$ cat config.mk
export PLATFORM = sky130hd
export DESIGN_NAME = seq_mod3_serializer_flat
export DESIGN_NICKNAME = d
export VERILOG_FILES = /design/src/rtl/seq_mod3_pkg.sv /design/src/rtl/seq_mod3_serializer_if.sv /design/src/rtl/seq_mod3_residue.sv /design/src/rtl/seq_mod3_serializer.sv /design/src/flat_wrapper.sv
export SDC_FILE = /design/constraint.sdc
export NUM_CORES = 1
export LEC_CHECK = 0
export ABC_CLOCK_PERIOD_IN_PS = 2750
export CAP_MARGIN = 40
export CORE_MARGIN = 4
export CORE_UTILIZATION = 55
export DETAILED_ROUTE_END_ITERATION = 10
export HOLD_SLACK_MARGIN = 0.15
export PLACE_DENSITY = 0.83
export RECOVER_POWER = 50
export SLEW_MARGIN = 20
export SYNTH_ARGS = -nofsm -noshare
export SYNTH_HDL_FRONTEND = slang
export SYNTH_SLANG_ARGS = --single-unit
$ cat constraint.sdc
create_clock -name clk -period 2.75 [get_ports clk]
set_input_delay 0.825 -clock clk [delete_from_list [all_inputs] [get_ports clk]]
set_output_delay 0.825 -clock clk [all_outputs]
set_load 0.02 [all_outputs]
$ cat src/rtl/seq_mod3_pkg.sv
// Shared types and residue arithmetic for the mod-3 padded serializer.
// The pad for residue r makes (payload*4 + pad) divisible by 3.
package seq_mod3_pkg;

  typedef enum logic [1:0] {
    IDLE  = 2'd0,
    SHIFT = 2'd1,
    PAD   = 2'd2
  } state_t;

  typedef logic [1:0] residue_t;

  // Packed pad table indexed by residue: p[0]=0, p[1]=2, p[2]=1.
  localparam logic [5:0] PAD_LUT = {2'd1, 2'd2, 2'd0};

  function automatic residue_t residue_step(input residue_t r, input logic b);
    case (r)
      2'd1:    return b ? 2'd0 : 2'd2;
      2'd2:    return b ? 2'd2 : 2'd1;
      default: return b ? 2'd1 : 2'd0;  // r=3 is unreachable and treated as 0
    endcase
  endfunction

  function automatic residue_t pad_lookup(input residue_t r);
    return (r == 2'd3) ? 2'd0 : PAD_LUT[{r, 1'b0} +: 2];
  endfunction

endpackage

$ cat src/rtl/seq_mod3_serializer_if.sv
// Parallel-in handshake plus serial-out bus of the serializer.
// SEQ_MOD3_RES_OUT_EN adds the payload residue report signals.
interface seq_mod3_serializer_if #(
  parameter int W = 8
);
  import seq_mod3_pkg::*;

  logic         in_valid;
  logic         in_ready;
  logic [W-1:0] in_data;
  logic         ser_data;
  logic         ser_valid;
  logic         ser_last;
  logic         busy;
`ifdef SEQ_MOD3_RES_OUT_EN
  residue_t     res_out;
  logic         res_valid;

  modport master (
    output in_valid, in_data,
    input  in_ready, ser_data, ser_valid, ser_last, busy, res_out, res_valid
  );
  modport slave (
    input  in_valid, in_data,
    output in_ready, ser_data, ser_valid, ser_last, busy, res_out, res_valid
  );
`else
  modport master (
    output in_valid, in_data,
    input  in_ready, ser_data, ser_valid, ser_last, busy
  );
  modport slave (
    input  in_valid, in_data,
    output in_ready, ser_data, ser_valid, ser_last, busy
  );
`endif

endinterface

$ cat src/rtl/seq_mod3_residue.sv
// Synchronous 3-state tracker of the running value mod 3 for an MSB-first bit stream.
// residue_next exposes the value after absorbing bit_in, for same-edge decisions.
module seq_mod3_residue
  import seq_mod3_pkg::*;
(
  input  logic     clk,
  input  logic     rst,
  input  logic     clear,
  input  logic     en,
  input  logic     bit_in,
  output residue_t residue,
  output residue_t residue_next
);

  assign residue_next = residue_step(residue, bit_in);

  always_ff @(posedge clk) begin
    if (rst || clear) begin
      residue <= 2'd0;
    end else if (en) begin
      residue <= residue_next;
    end
  end

endmodule

$ cat src/rtl/seq_mod3_serializer.sv
// Shifts a W-bit word out MSB-first followed by a 2-bit pad making the frame divisible by 3.
// Optional macro SEQ_MOD3_RES_OUT_EN adds res_out/res_valid reporting the payload residue.
module seq_mod3_serializer
  import seq_mod3_pkg::*;
#(
  parameter int W = 8
) (
  input logic                  clk,
  input logic                  rst,
  seq_mod3_serializer_if.slave bus
);

  localparam int BW = (W > 2) ? $clog2(W) : 1;

  state_t          state;
  logic [W-1:0]    sreg;
  logic [BW-1:0]   bit_idx;
  logic            pad_idx;
  residue_t        pad;
  residue_t        r;
  residue_t        r_next;
  residue_t        pad_new;
  logic            accept;

  assign bus.in_ready = !rst && ((state == IDLE) || (state == PAD && pad_idx));
  assign accept       = bus.in_valid && bus.in_ready;
  assign pad_new      = pad_lookup(r_next);

  // The bit currently on the line is the one folded into the residue.
  seq_mod3_residue u_residue (
    .clk          (clk),
    .rst          (rst),
    .clear        (accept),
    .en           (state == SHIFT),
    .bit_in       (bus.ser_data),
    .residue      (r),
    .residue_next (r_next)
  );

  always_ff @(posedge clk) begin
    if (rst) begin
      state         <= IDLE;
      sreg          <= '0;
      bit_idx       <= '0;
      pad_idx       <= 1'b0;
      pad           <= 2'd0;
      bus.ser_data  <= 1'b0;
      bus.ser_valid <= 1'b0;
      bus.ser_last  <= 1'b0;
      bus.busy      <= 1'b0;
`ifdef SEQ_MOD3_RES_OUT_EN
      bus.res_out   <= 2'd0;
      bus.res_valid <= 1'b0;
`endif
    end else begin
`ifdef SEQ_MOD3_RES_OUT_EN
      bus.res_valid <= 1'b0;
`endif
      if (accept) begin
        // MSB goes straight to the line; sreg keeps the remaining bits.
        state         <= SHIFT;
        sreg          <= {bus.in_data[W-2:0], 1'b0};
        bit_idx       <= '0;
        pad_idx       <= 1'b0;
        bus.ser_data  <= bus.in_data[W-1];
        bus.ser_valid <= 1'b1;
        bus.ser_last  <= 1'b0;
        bus.busy      <= 1'b1;
      end else begin
        case (state)
          IDLE: begin
            bus.ser_data  <= 1'b0;
            bus.ser_valid <= 1'b0;
            bus.ser_last  <= 1'b0;
            bus.busy      <= 1'b0;
          end
          SHIFT: begin
            if (bit_idx == BW'(W - 1)) begin
              state        <= PAD;
              pad_idx      <= 1'b0;
              pad          <= pad_new;
              bus.ser_data <= pad_new[1];
            end else begin
              bit_idx      <= bit_idx + BW'(1);
              bus.ser_data <= sreg[W-1];
              sreg         <= {sreg[W-2:0], 1'b0};
            end
          end
          PAD: begin
            if (!pad_idx) begin
              pad_idx       <= 1'b1;
              bus.ser_data  <= pad[0];
              bus.ser_last  <= 1'b1;
`ifdef SEQ_MOD3_RES_OUT_EN
              bus.res_out   <= r;
              bus.res_valid <= 1'b1;
`endif
            end else begin
              state         <= IDLE;
              pad_idx       <= 1'b0;
              bus.ser_data  <= 1'b0;
              bus.ser_valid <= 1'b0;
              bus.ser_last  <= 1'b0;
              bus.busy      <= 1'b0;
            end
          end
          default: begin
            state         <= IDLE;
            bus.ser_valid <= 1'b0;
            bus.ser_last  <= 1'b0;
            bus.busy      <= 1'b0;
          end
        endcase
      end
    end
  end

endmodule
$ cat src/flat_wrapper.sv
// flat-port wrapper written by rule: the top's interface ports become plain ports
module seq_mod3_serializer_flat import seq_mod3_pkg::*;
#(
  parameter int W = 8
)
  (clk, rst, bus_in_valid, bus_in_data, bus_in_ready, bus_ser_data, bus_ser_valid, bus_ser_last, bus_busy);
  seq_mod3_serializer_if #(.W(W)) bus_i ();
  input logic clk;
  input logic rst;
  input wire logic [$bits(bus_i.in_valid)-1:0] bus_in_valid;
  input wire logic [$bits(bus_i.in_data)-1:0] bus_in_data;
  output wire logic [$bits(bus_i.in_ready)-1:0] bus_in_ready;
  output wire logic [$bits(bus_i.ser_data)-1:0] bus_ser_data;
  output wire logic [$bits(bus_i.ser_valid)-1:0] bus_ser_valid;
  output wire logic [$bits(bus_i.ser_last)-1:0] bus_ser_last;
  output wire logic [$bits(bus_i.busy)-1:0] bus_busy;
  assign bus_i.in_valid = bus_in_valid;
  assign bus_i.in_data = bus_in_data;
  assign bus_in_ready = bus_i.in_ready;
  assign bus_ser_data = bus_i.ser_data;
  assign bus_ser_valid = bus_i.ser_valid;
  assign bus_ser_last = bus_i.ser_last;
  assign bus_busy = bus_i.busy;
  seq_mod3_serializer #(.W(W)) u_core (.clk(clk), .rst(rst), .bus(bus_i));
endmodule
==> results.sh <==
export IMPL_use_met1_pct=18.9
export IMPL_worst_pin_slew_ns=0.456
export IMPL_netlist_area_um2=970
export IMPL_dpl_cell_area_mm2=0.00111
export IMPL_cpPeakStageDelay_ns=0.43
export IMPL_pre_cts_slack_ns=-0.0652
export IMPL_core_area_mm2=0.00158
export IMPL_drc=0
export IMPL_synth_area_top_cells="dfxtp_1 39%, ha_1 12%, nand2_1 8.1%"
export IMPL_h_tree_depth=1
export IMPL_vias=813
export IMPL_r2r_cells=7
export IMPL_status="complete, no violations"
export IMPL_synth_compound_area_share_pct=16.4
export IMPL_grt_overflow_total=0
export IMPL_dieWidth_um=50.0
export IMPL_drt_first_pass_iters=4
export IMPL_relSlewSlack_pct=69.5
export IMPL_final_setup_skew_ns=0.00369
export IMPL_yosys_warnings=0
export IMPL_fmax_ghz=0.395
export IMPL_muxShareOfSynthArea_pct=3.10
export IMPL_numCtsBuffers=3
export IMPL_maxCapViolations=0
export IMPL_nNetsFinal=151
export IMPL_drtIter0Drc=18
export IMPL_p_leak_nw=0.442
export IMPL_max_clock_path_buffers=2
export IMPL_area_delta_synth_final_pct=16.6
export IMPL_drive_gt1_share_pct=3.08
export IMPL_grt_max_degree=13
export IMPL_seq_area_frac_synth_pct=39.2
export IMPL_synth_top_family_by_area="simple AND/OR/NAND/NOR gates"
export IMPL_use_met3_pct=5.42
export IMPL_synthTopCellsByCount="21 x nand2_1, 19 x dfxtp_1, 16 x nor2_1"
export IMPL_async_flop_share_pct=0
export IMPL_yosys_area_top_type="dfxtp_1"
export IMPL_wl_per_cell_um=12.6
export IMPL_cp_num_buf_inv=2
export IMPL_slowest_stage="clkdlybuf4s50_1"
export IMPL_cp_data_required_time_ns=1.93
export IMPL_diodes=0
export IMPL_use_met2_pct=30.4
export IMPL_post_route_period_util_pct=92.1
export IMPL_row_count=14
export IMPL_synth_top_cell_area_share_pct=39.2
export IMPL_die_y_um=50.0
export IMPL_cp_depth=3
export IMPL_path_clk_slew_ns=0.10
export IMPL_ioPinCount=16
export IMPL_synthXorXnorAreaFrac_pct=0.903
export IMPL_syn_num_nets=135
export IMPL_wl_um=1840
export IMPL_place_gp_congestion=0.816
export IMPL_grt_antenna_before_repair=0
export IMPL_synthSimpleGateAreaFrac_pct=21.4
export IMPL_worstPathMaxFanout=2
export IMPL_max_vdd_ir_drop_v=0.000317
export IMPL_numClockSinks=19
export IMPL_final_util_pct=71.7
export IMPL_hold_violations=0
export IMPL_synth_top_flop_cell="dfxtp_1"
export IMPL_yosysMostFrequentCell="nand2_1"
export IMPL_fin_ws_ns=0.218
export IMPL_hold_class="reg -> reg"
export IMPL_hold_depth=2
export IMPL_p_per_area_mw_per_mm2=494
export IMPL_cts_tree="done"
export IMPL_critical_path_class="in -> out"
export IMPL_tns_ns=0
export IMPL_synthDistinctLibCells=29
export IMPL_critPathArrivalTime_ns=1.71
export IMPL_die_area_mm2=0.00250
export IMPL_grt_pass1_wl_um=3300
export IMPL_grt_pass1_vias=784
export IMPL_drt_vias_per_instance=5.57
export IMPL_busiest_layer="met2"
export IMPL_postRouteAntennaNets=0
export IMPL_path_cells="clkdlybuf4s50_1 -> nor2_1 -> dlygate4sd2_1"
export IMPL_numPortBuffers=15
export IMPL_setup_viol=0
export IMPL_cts_root_buf="clkbuf_4"
export IMPL_syn_area_per_cell_um2=8.43
export IMPL_slew_violations=0
export IMPL_ys_seq_elements=19
export IMPL_critPathTopFamily="buffers and inverters"
export IMPL_synth_adder_area_share_pct=11.6
export IMPL_synth_edf_count=0
export IMPL_grt_use_total_pct=17.3
export IMPL_clk_insertion_delay_late_ns=0.30
export IMPL_finalCriticalPeriod_ns=2.53
export IMPL_startpoint_type="input pin"
export IMPL_hpwlAfterDp_um=1400
export IMPL_start_util_pct=61.5
export IMPL_crit_path_end_kind="output pin"
export IMPL_rsz0062_at_grt="false"
export IMPL_stdcell_area_mm2=0.00113
export IMPL_synth_cells=115
-- area by class of cell --
type	count	area, um^2
Inverter	6	22.5
Multi-Input combinational cell	83	518
Fill cell	121	445
Timing Repair Buffer	18	164
Tap cell	16	20.0
Sequential cell	19	380
Clock buffer	4	26.3
-- cells by family after synthesis --
family	after synthesis
fa+ha+maj	9
simple gates	48
flops	19
xor+xnor	1
mux	3
compound gates	22
buf+inv	13
-- metrics by stage --
stage | hold slack [ns] | total power [W] | instances
after floorplan | 0.440 | 0.000391 | 115
final | 0.470 | 0.000559 | 146
after global routing | 0.494 | 0.000591 | 146
after detailed placement | 0.461 | 0.000427 | 142
after CTS | 0.477 | 0.000569 | 146
after global placement | 0.447 | 0.000423 | 142
-- sequential cells by signal (all words and copies together), names as in the netlist --
register,cells
u_core.state,2
u_core.pad_idx,1
u_core.bit_idx,3
u_core.bus.ser_last,1
u_core.bus.ser_data,1
u_core.u_residue.residue,2
u_core.sreg,7
u_core.bus.ser_valid,1
u_core.pad,1
-- worst min-delay path: stages (launching register included) --
cell and delay [ns]:
dfxtp_1 0.33, nand2_1 0.05, a21oi_1 0.05
-- timing repair --
action | CTS | global route
resized for setup | 1 | 0
hold buffers | 0 | 0
endpoints found under the setup margin | 1 | 0
setup buffers | 0 | 0
-- cells in the final DEF, fill, tap and decap left out, types with 2 or more instances in the layout --
cell type	Yosys	final
nor2b_1	2	2
mux2i_1	3	3
a211oi_1	2	2
ha_1	9	9
nor2_1	16	16
a311oi_1	6	6
inv_1	6	6
nand2_1	21	21
nor3_1	2	2
dlygate4sd3_1	0	3
dfxtp_1	19	19
o311ai_0	2	2
clkbuf_1	4	3
a21oi_1	6	6
clkbuf_4	0	3
nand2b_1	2	2
clkdlybuf4s50_1	0	11
-- worst paths after layout --
kind	start	to	slack, ns
worst max-delay path	rst	bus_in_ready	0.22
worst min-delay path	u_core.bit_idx[1]$_SDFFE_PP0N_	u_core.bit_idx[1]$_SDFFE_PP0N_	0.47
worst max register to register	u_core.state[1]$_SDFFE_PP0P_	u_core.bus.ser_data$_SDFFE_PP0P_	0.73
worst min register to register	u_core.bit_idx[1]$_SDFFE_PP0N_	u_core.bit_idx[1]$_SDFFE_PP0N_	0.47
-- routing by layer --
layer | part of all wire, % | wire length, um
met3 | 4.1 | 76
met2 | 49 | 901
met4 | 1.8 | 34
met1 | 45 | 828
met5 | 0 | 0
-- report_power, final --
part | switching (W) | leakage (nW) | total, W | internal [W]
clock network | 0.0000859 | 0.0150 | 0.000142 | 0.0000566
registers | 0.0000127 | 0.155 | 0.000306 | 0.000293
logic | 0.0000615 | 0.272 | 0.000111 | 0.0000495
total | 0.000160 | 0.442 | 0.000559 | 0.000399
Note: power is estimated with default switching activity, not from simulation.
